--- src/rtl/reciprocal.sv ---
// Sequential fixed-point reciprocal unit for the white-balance datapath.
// Produces floor(2^OUT_W / avg) with a restoring radix-2 divider that retires
// one quotient bit per clock. Quotients that do not fit OUT_W bits (avg of 0
// or 1) saturate to all-ones. Latency is always OUT_W+1 cycles after accept.
module reciprocal #(
  parameter int IN_W  = 8,
  parameter int OUT_W = 32
) (
  input  logic             clk,
  input  logic             rst,
  input  logic             in_valid,
  input  logic [IN_W-1:0]  avg,
  output logic             busy,
  output logic             out_valid,
  output logic [OUT_W-1:0] recip
);

  localparam int CNT_W = $clog2(OUT_W + 1);
  localparam logic [CNT_W-1:0] LAST_ITER = CNT_W'(OUT_W);

  typedef enum logic {
    ST_IDLE,
    ST_RUN
  } state_e;

  state_e           state_q, state_d;
  logic [IN_W-1:0]  divisor_q, divisor_d;
  logic [IN_W:0]    rem_q, rem_d;
  logic [OUT_W:0]   quo_q, quo_d;
  logic [CNT_W-1:0] cnt_q, cnt_d;
  logic             busy_q, busy_d;
  logic             out_valid_q, out_valid_d;
  logic [OUT_W-1:0] recip_q, recip_d;

  logic             dividendBit;
  logic [IN_W:0]    remShift;
  logic [IN_W:0]    divisorExt;
  logic             qBit;
  logic [IN_W:0]    remNext;
  logic [OUT_W:0]   quoNext;
  logic [OUT_W-1:0] quoSat;

  // One restoring-division step: shift in the next dividend bit, trial-subtract, keep or restore.
  always_comb begin
    dividendBit = 1'b0;
    remShift    = '0;
    divisorExt  = '0;
    qBit        = 1'b0;
    remNext     = '0;
    quoNext     = '0;
    quoSat      = '0;

    // The dividend 2^OUT_W has a single 1 in its MSB, which is consumed on the first step.
    dividendBit = (cnt_q == '0);
    remShift    = {rem_q[IN_W-1:0], dividendBit};
    divisorExt  = {1'b0, divisor_q};
    // A bit shifted out of the remainder means the true value exceeds any possible divisor.
    qBit        = rem_q[IN_W] | (remShift >= divisorExt);
    remNext     = qBit ? (remShift - divisorExt) : remShift;
    quoNext     = {quo_q[OUT_W-1:0], qBit};
    // Divide by zero yields all-ones bits anyway; avg==1 sets the overflow bit.
    quoSat      = quoNext[OUT_W] ? '1 : quoNext[OUT_W-1:0];
  end

  // Control FSM: accept a request when idle, iterate OUT_W+1 times, then publish the result.
  always_comb begin
    state_d     = state_q;
    divisor_d   = divisor_q;
    rem_d       = rem_q;
    quo_d       = quo_q;
    cnt_d       = cnt_q;
    busy_d      = busy_q;
    out_valid_d = 1'b0;
    recip_d     = recip_q;

    unique case (state_q)
      ST_IDLE: begin
        if (in_valid) begin
          state_d   = ST_RUN;
          divisor_d = avg;
          rem_d     = '0;
          quo_d     = '0;
          cnt_d     = '0;
          busy_d    = 1'b1;
        end
      end
      ST_RUN: begin
        rem_d = remNext;
        quo_d = quoNext;
        cnt_d = cnt_q + CNT_W'(1);
        if (cnt_q == LAST_ITER) begin
          state_d     = ST_IDLE;
          busy_d      = 1'b0;
          out_valid_d = 1'b1;
          recip_d     = quoSat;
          cnt_d       = '0;
        end
      end
      default: begin
        state_d = ST_IDLE;
        busy_d  = 1'b0;
      end
    endcase
  end

  // State and datapath registers; reset aborts any running division without a result pulse.
  always_ff @(posedge clk) begin
    if (rst) begin
      state_q     <= ST_IDLE;
      divisor_q   <= '0;
      rem_q       <= '0;
      quo_q       <= '0;
      cnt_q       <= '0;
      busy_q      <= 1'b0;
      out_valid_q <= 1'b0;
      recip_q     <= '0;
    end else begin
      state_q     <= state_d;
      divisor_q   <= divisor_d;
      rem_q       <= rem_d;
      quo_q       <= quo_d;
      cnt_q       <= cnt_d;
      busy_q      <= busy_d;
      out_valid_q <= out_valid_d;
      recip_q     <= recip_d;
    end
  end

  assign busy      = busy_q;
  assign out_valid = out_valid_q;
  assign recip     = recip_q;

endmodule

--- config.mk ---
export PLATFORM = sky130hd
export DESIGN_NAME = reciprocal
export DESIGN_NICKNAME = d
export VERILOG_FILES = /design/src/rtl/reciprocal.sv
export SDC_FILE = /design/constraint.sdc
export NUM_CORES = 1
export LEC_CHECK = 0
export ABC_CLOCK_PERIOD_IN_PS = 2400
export CAP_MARGIN = 5
export CORE_AREA = 2 2 112 125
export CTS_CLUSTER_DIAMETER = 120
export DETAILED_ROUTE_END_ITERATION = 7
export DIE_AREA = 0 0 114 127
export PLACE_DENSITY = 0.5
export SYNTH_ARGS = -nofsm -noshare
export SYNTH_HDL_FRONTEND = slang
export SYNTH_SLANG_ARGS = --single-unit
--- constraint.sdc ---
create_clock -name clk -period 2.4 [get_ports clk]
set_input_delay 0.6 -clock clk [delete_from_list [all_inputs] [get_ports clk]]
set_output_delay 0.6 -clock clk [all_outputs]
set_load 0.05 [all_outputs]
; Word-level counts from Yosys, hierarchy flattened
; Index checks and enable logic that the tools add are counted.
[word_totals]
register_bits = 90
out_inout_bits = 34
[op_classes]
addsub = 2
order_cmp = 1
n_eq_ne = 3
mux = 16
bitwise = 2
n_reduce_logical = 5
[ops]
columns = op, count
row1 = 32-bit two-way mux, 2
row2 = 32-bit one-hot mux with 2 select lines, 1
row3 = 9-bit two-way mux, 2
row4 = 9-bit one-hot mux with 2 select lines, 1
row5 = 6-bit two-way mux, 2
row6 = 6-bit one-hot mux with 2 select lines, 1
row7 = 9-bit by 8-bit greater-or-equal comparator with 1-bit output, 1
row8 = 9-bit by 8-bit subtractor with 9-bit output, 1
row9 = 6-bit by 1-bit adder with 6-bit output (second input constant), 1
row10 = 6-bit equality test (second input constant), 1
row11 = 6-bit logical NOT, 1
row12 = 2-bit AND reduction, 3
row13 = 1-bit two-way mux, 5
row14 = 1-bit one-hot mux with 2 select lines, 2
row15 = 2-bit by 1-bit != test with 1-bit output (second input constant), 1
row16 = 2-bit != test (second input constant), 1
row17 = 2-bit OR reduction, 1
row18 = 1-bit NOT, 1
row19 = 1-bit OR, 1

; Longest topological paths before layout
[logic_depth]
depth_word = 5
ltp_mapped = 11

; Worst setup path before layout
; OpenSTA, ideal clock, no wires.
[synth_path]
path_kind = flip-flop to flip-flop
from = register cnt_q[0]
to = register rem_q[8]
setup_ps = 117
t_arrival_ps = 2401
required_ps = 2283
path_slack_ps = -118
stages_incl_launch_ff = 12
path_buffers = 0
synth_period_minus_slack_ps = 2518
path_cell_list = dfxtp_1 -> inv_1 -> ha_1 -> nor4b_2 -> nand2b_1 -> ha_1 -> fa_1 -> nand2b_1 -> a21oi_1 -> a221oi_1 -> xor2_1 -> a32o_1
[synth_between]
elab_chain_cells = 5
[synth_lines]
columns = item, line
row1 = "start, declared", 30  ; logic [CNT_W-1:0] cnt_q, cnt_d;
row2 = "start signal, assigned", 122  ; cnt_q <= cnt_d;
row3 = 6-bit logical NOT *, 54  ; dividendBit = (cnt_q == '0);
row4 = 9-bit by 8-bit greater-or-equal comparator with 1-bit output, 58  ; qBit = rem_q[IN_W] | (remShift >= divisorExt);
row5 = 1-bit OR, 58
row6 = 9-bit two-way mux *, 59  ; remNext = qBit ? (remShift - divisorExt) : remShift;
row7 = 9-bit one-hot mux with 2 select lines *, 76  ; unique case (state_q)
row8 = "end signal, assigned", 120  ; rem_q <= rem_d;
row9 = "end, declared", 28  ; logic [IN_W:0] rem_q, rem_d;
; Mark *: on every way between the ends. The rest lies on a longest branch, timed or not.
; A chain may end at the register's enable or synchronous reset.

; Final worst setup path
[layout_path]
from = register cnt_q[1]
to = register rem_q[6]
; The elaborated chain is that of the path after synthesis.

==> run_results.csv <==
group,metric,value,unit
run_status,status,"finished clean",
routing,antenna_left,0,
sta,clock-skew-final,6.90,ps
clock_network,postCtsHoldBufs,0,
routing,drc,0,
critical_path,reg2reg_from,"cnt_q[1]",
sta,rsz0062_at_grt,"yes",
synthesis,async_flop_share,0,
pwr,ir_worst_vdd,0.380,mV
global_route,grt_pass1_wl,16000,µm
critical_path,crit_end,"rem_q[6]",
placement,placed_cell_area,0.00457,mm²
routing,vias,3408,
critical_path,r2r_end,"rem_q[6]",
floorplanning,dieArea,0.0145,mm²
critical_path,worstPathMaxFanout,2,
routing,wire_per_inst,13.6,µm
synthesis,synth-main-ff-cell,"dfxtp_1",
routing,routed_via_density,4.98,
clock_network,root_buffer,"clkbuf_16",
synthesis,ys_seq_area_frac,0.465,
sta,finalSetupViolCount,0,
pwr,power_leakage,1.81,nW
critical_path,crit_path_start,"cnt_q[1]",
critical_path,path_class,"reg -> reg",
critical_path,arrival,2600,ps
global_route,track_usage,0.136,
placement,hpwl,6020,µm
routing,initialDrtViolationCount,208,
synthesis,ys_ff_latch,90,
global_route,antenna_found_initial,0,
sta,drv_slew,0,
job,drv_cap,0,
sta,min_period,2330,ps
routing,routed_wl,9330,µm
layout,nets,540,
clock_network,cts_tree,"done",
global_route,grt_pass1_vias,3288,
placement,portBuffers,44,
layout,antenna_cells,0,
synthesis,syn_inst,476,
clock_network,cts.htree.levels,3,
synthesis,ys_warn_count,0,
clock_network,clock_path_buffers,2,
synthesis,avgSynthCellArea,8.14,µm²
critical_path,cp-start-kind,"register",
pwr,power,4.38,mW
min_path,hold_path.class,"reg -> reg",
layout,layout-drive-gt1-share,0.115,
critical_path,r2r_cells,12,
min_path,min_from,"divisor_q[5]",
critical_path,reg2reg_slack,70,ps
floorplanning,die_y,127,µm
placement,dpl.cell_count,665,
sta,max_freq,429,MHz
clock_network,clock_sinks,90,
clock_network,insertion_delay,340,ps
pwr,powerDensity,879,mW/mm²
synthesis,synth.distinct_cells,42,
floorplanning,die_x,114,µm
synthesis,synth_fp_nets,498,
sta,worst_slew_pin_slew,737,ps
global_route,grt_overflow,0,
layout,syn_to_final_growth,28.9,%
critical_path,critPathRequiredTime,2660,ps
synthesis,synth-edff-count,0,
synthesis,syn-cell-area,0.00387,mm²
placement,gp_congestion,0.813,
routing,firstDrtPassIters,4,
clock_network,clk_pin_slew,70,ps
sta,fin_crit_sh,0.971,
global_route,grt_max_degree,82,
sta,hold_violations,0,
floorplanning,fp.coreArea,0.0131,mm²
floorplanning,boundaryPins,45,
floorplanning,rows,44,
critical_path,crit_path_end_kind,"register",
layout,stdcell_area,0.00499,mm²
layout,fin_cells,684,
sta,timing.hold.ws,453,ps
sta,relSlewSlack,0.508,
clock_network,cts_buffers,9,
floorplanning,start_util,0.296,
critical path, stage by stage, from the launching register on:
cell      delay [ps]
dfxtp_2          320
inv_2             70
ha_4             120
nor4b_4          190
nand2b_1         120
ha_2             200
fa_2             380
nand2b_4         170
a21oi_4          150
buf_6            120
mux2i_1          170
o221ai_1         130
o211ai_1         100
layout by cell type (no fill, tap or decap), drive strengths merged, types with 2 or more instances in the layout:
cell type	instances
nand2b	6
nand2	29
nor3b	31
or3	3
a32o	2
dfxtp	90
nand4	2
clkbuf	9
nor2b	4
o211ai	8
a21o	2
o21ai	9
ha	10
a21oi	50
clkdlybuf4s50	43
nor4	2
xor2	3
a41oi	2
nand3	5
inv	14
nor2	76
nor3	70
and3	2
nor4b	2
buf	26
clkinv	3
nand3b	2
o2111ai	2
mux2i	2
synthesized netlist by cell type, drive strengths merged, types with 2 or more instances:
| cell | number | area share |
|---|---|---|
| a32o | 2 | 0.0052 |
| nor2b | 4 | 0.0065 |
| mux2i | 2 | 0.0052 |
| nand3 | 5 | 0.0065 |
| a21oi | 50 | 0.065 |
| clkbuf | 26 | 0.025 |
| nand2 | 29 | 0.028 |
| xor2 | 3 | 0.0068 |
| nand4 | 2 | 0.0032 |
| o211ai | 8 | 0.016 |
| nor4b | 2 | 0.0061 |
| dfxtp | 90 | 0.47 |
| nor3 | 70 | 0.090 |
| nand3b | 2 | 0.0039 |
| a41oi | 2 | 0.0045 |
| nor4 | 2 | 0.0032 |
| o2111ai | 2 | 0.0045 |
| a21o | 2 | 0.0039 |
| buf | 12 | 0.014 |
| nor2 | 76 | 0.074 |
| o21ai | 9 | 0.012 |
| or3 | 3 | 0.0048 |
| nor3b | 31 | 0.060 |
| and3 | 2 | 0.0032 |
| ha | 10 | 0.032 |
| inv | 12 | 0.012 |
| nand2b | 6 | 0.0097 |
logic make-up (layout without fill, tap and decap cells):
logic type / after synthesis / after routing / synth area share
simple gates: 236 / 236 / 0.303
flops: 90 / 90 / 0.465
compound gates: 84 / 84 / 0.131
buf+inv: 50 / 97 / 0.0507
fa+ha+maj: 11 / 11 / 0.0375
xor+xnor: 3 / 3 / 0.00679
mux: 2 / 2 / 0.00517
registers in the layout (all words and copies together), names as in the netlist:
name,flops
divisor_q,8
state_q,1
out_valid,1
recip,32
rem_q,9
cnt_q,6
busy,1
quo_q,32
repair_timing:
action / CTS / global route
resized for setup: 5 / 16
buffers inserted: 0 / 3
setup endpoints to repair: 8 / 9
pin swaps: 1 / 11
through the flow:
step / utilization / setup slack (ps) / setup TNS (ps)
4_1_cts: 0.374 / 10.7 / 0
3_3_place_gp: 0.349 / 19.1 / 0
2_1_floorplan: - / 9.19 / 0
3_5_place_dp: 0.349 / -23.0 / -77.4
6_report: 0.381 / 68.6 / 0
5_1_grt: 0.381 / -90.9 / -175
how the worst min path moves through the flow:
stage	to	slack, ps	cells past startpoint
after floorplan	divisor_q[2]	440	2
after global placement	divisor_q[6]	450	2
after detailed placement	divisor_q[5]	450	2
after CTS	divisor_q[5]	460	2
after global routing	divisor_q[3]	480	2
final	divisor_q[5]	450	2
cell type report:
class,instances,area (µm²)
Clock buffer,9,225
Tap cell,161,201
Inverter,12,45.0
Sequential cell,90,1810
Multi-Input combinational cell,336,1970
Clock inverter,7,76.3
Timing Repair Buffer,69,672
Fill cell,1334,8110
power by group:
group / internal [mW] / switching (mW)
combinational: 0.611 / 0.722
sequential: 1.56 / 0.0552
clock: 0.816 / 0.619
layer usage:
metal / vias to the layer above / share of wire / global-route usage
met2: 50 / 0.46 / 0.216
met4: 0 / 0.017 / 0.0552
met3: 13 / 0.040 / 0.0365
met5: - / 0 / 0
li1: 1737 / - / -
met1: 1608 / 0.48 / 0.176
(Power assumes the default switching activity.)
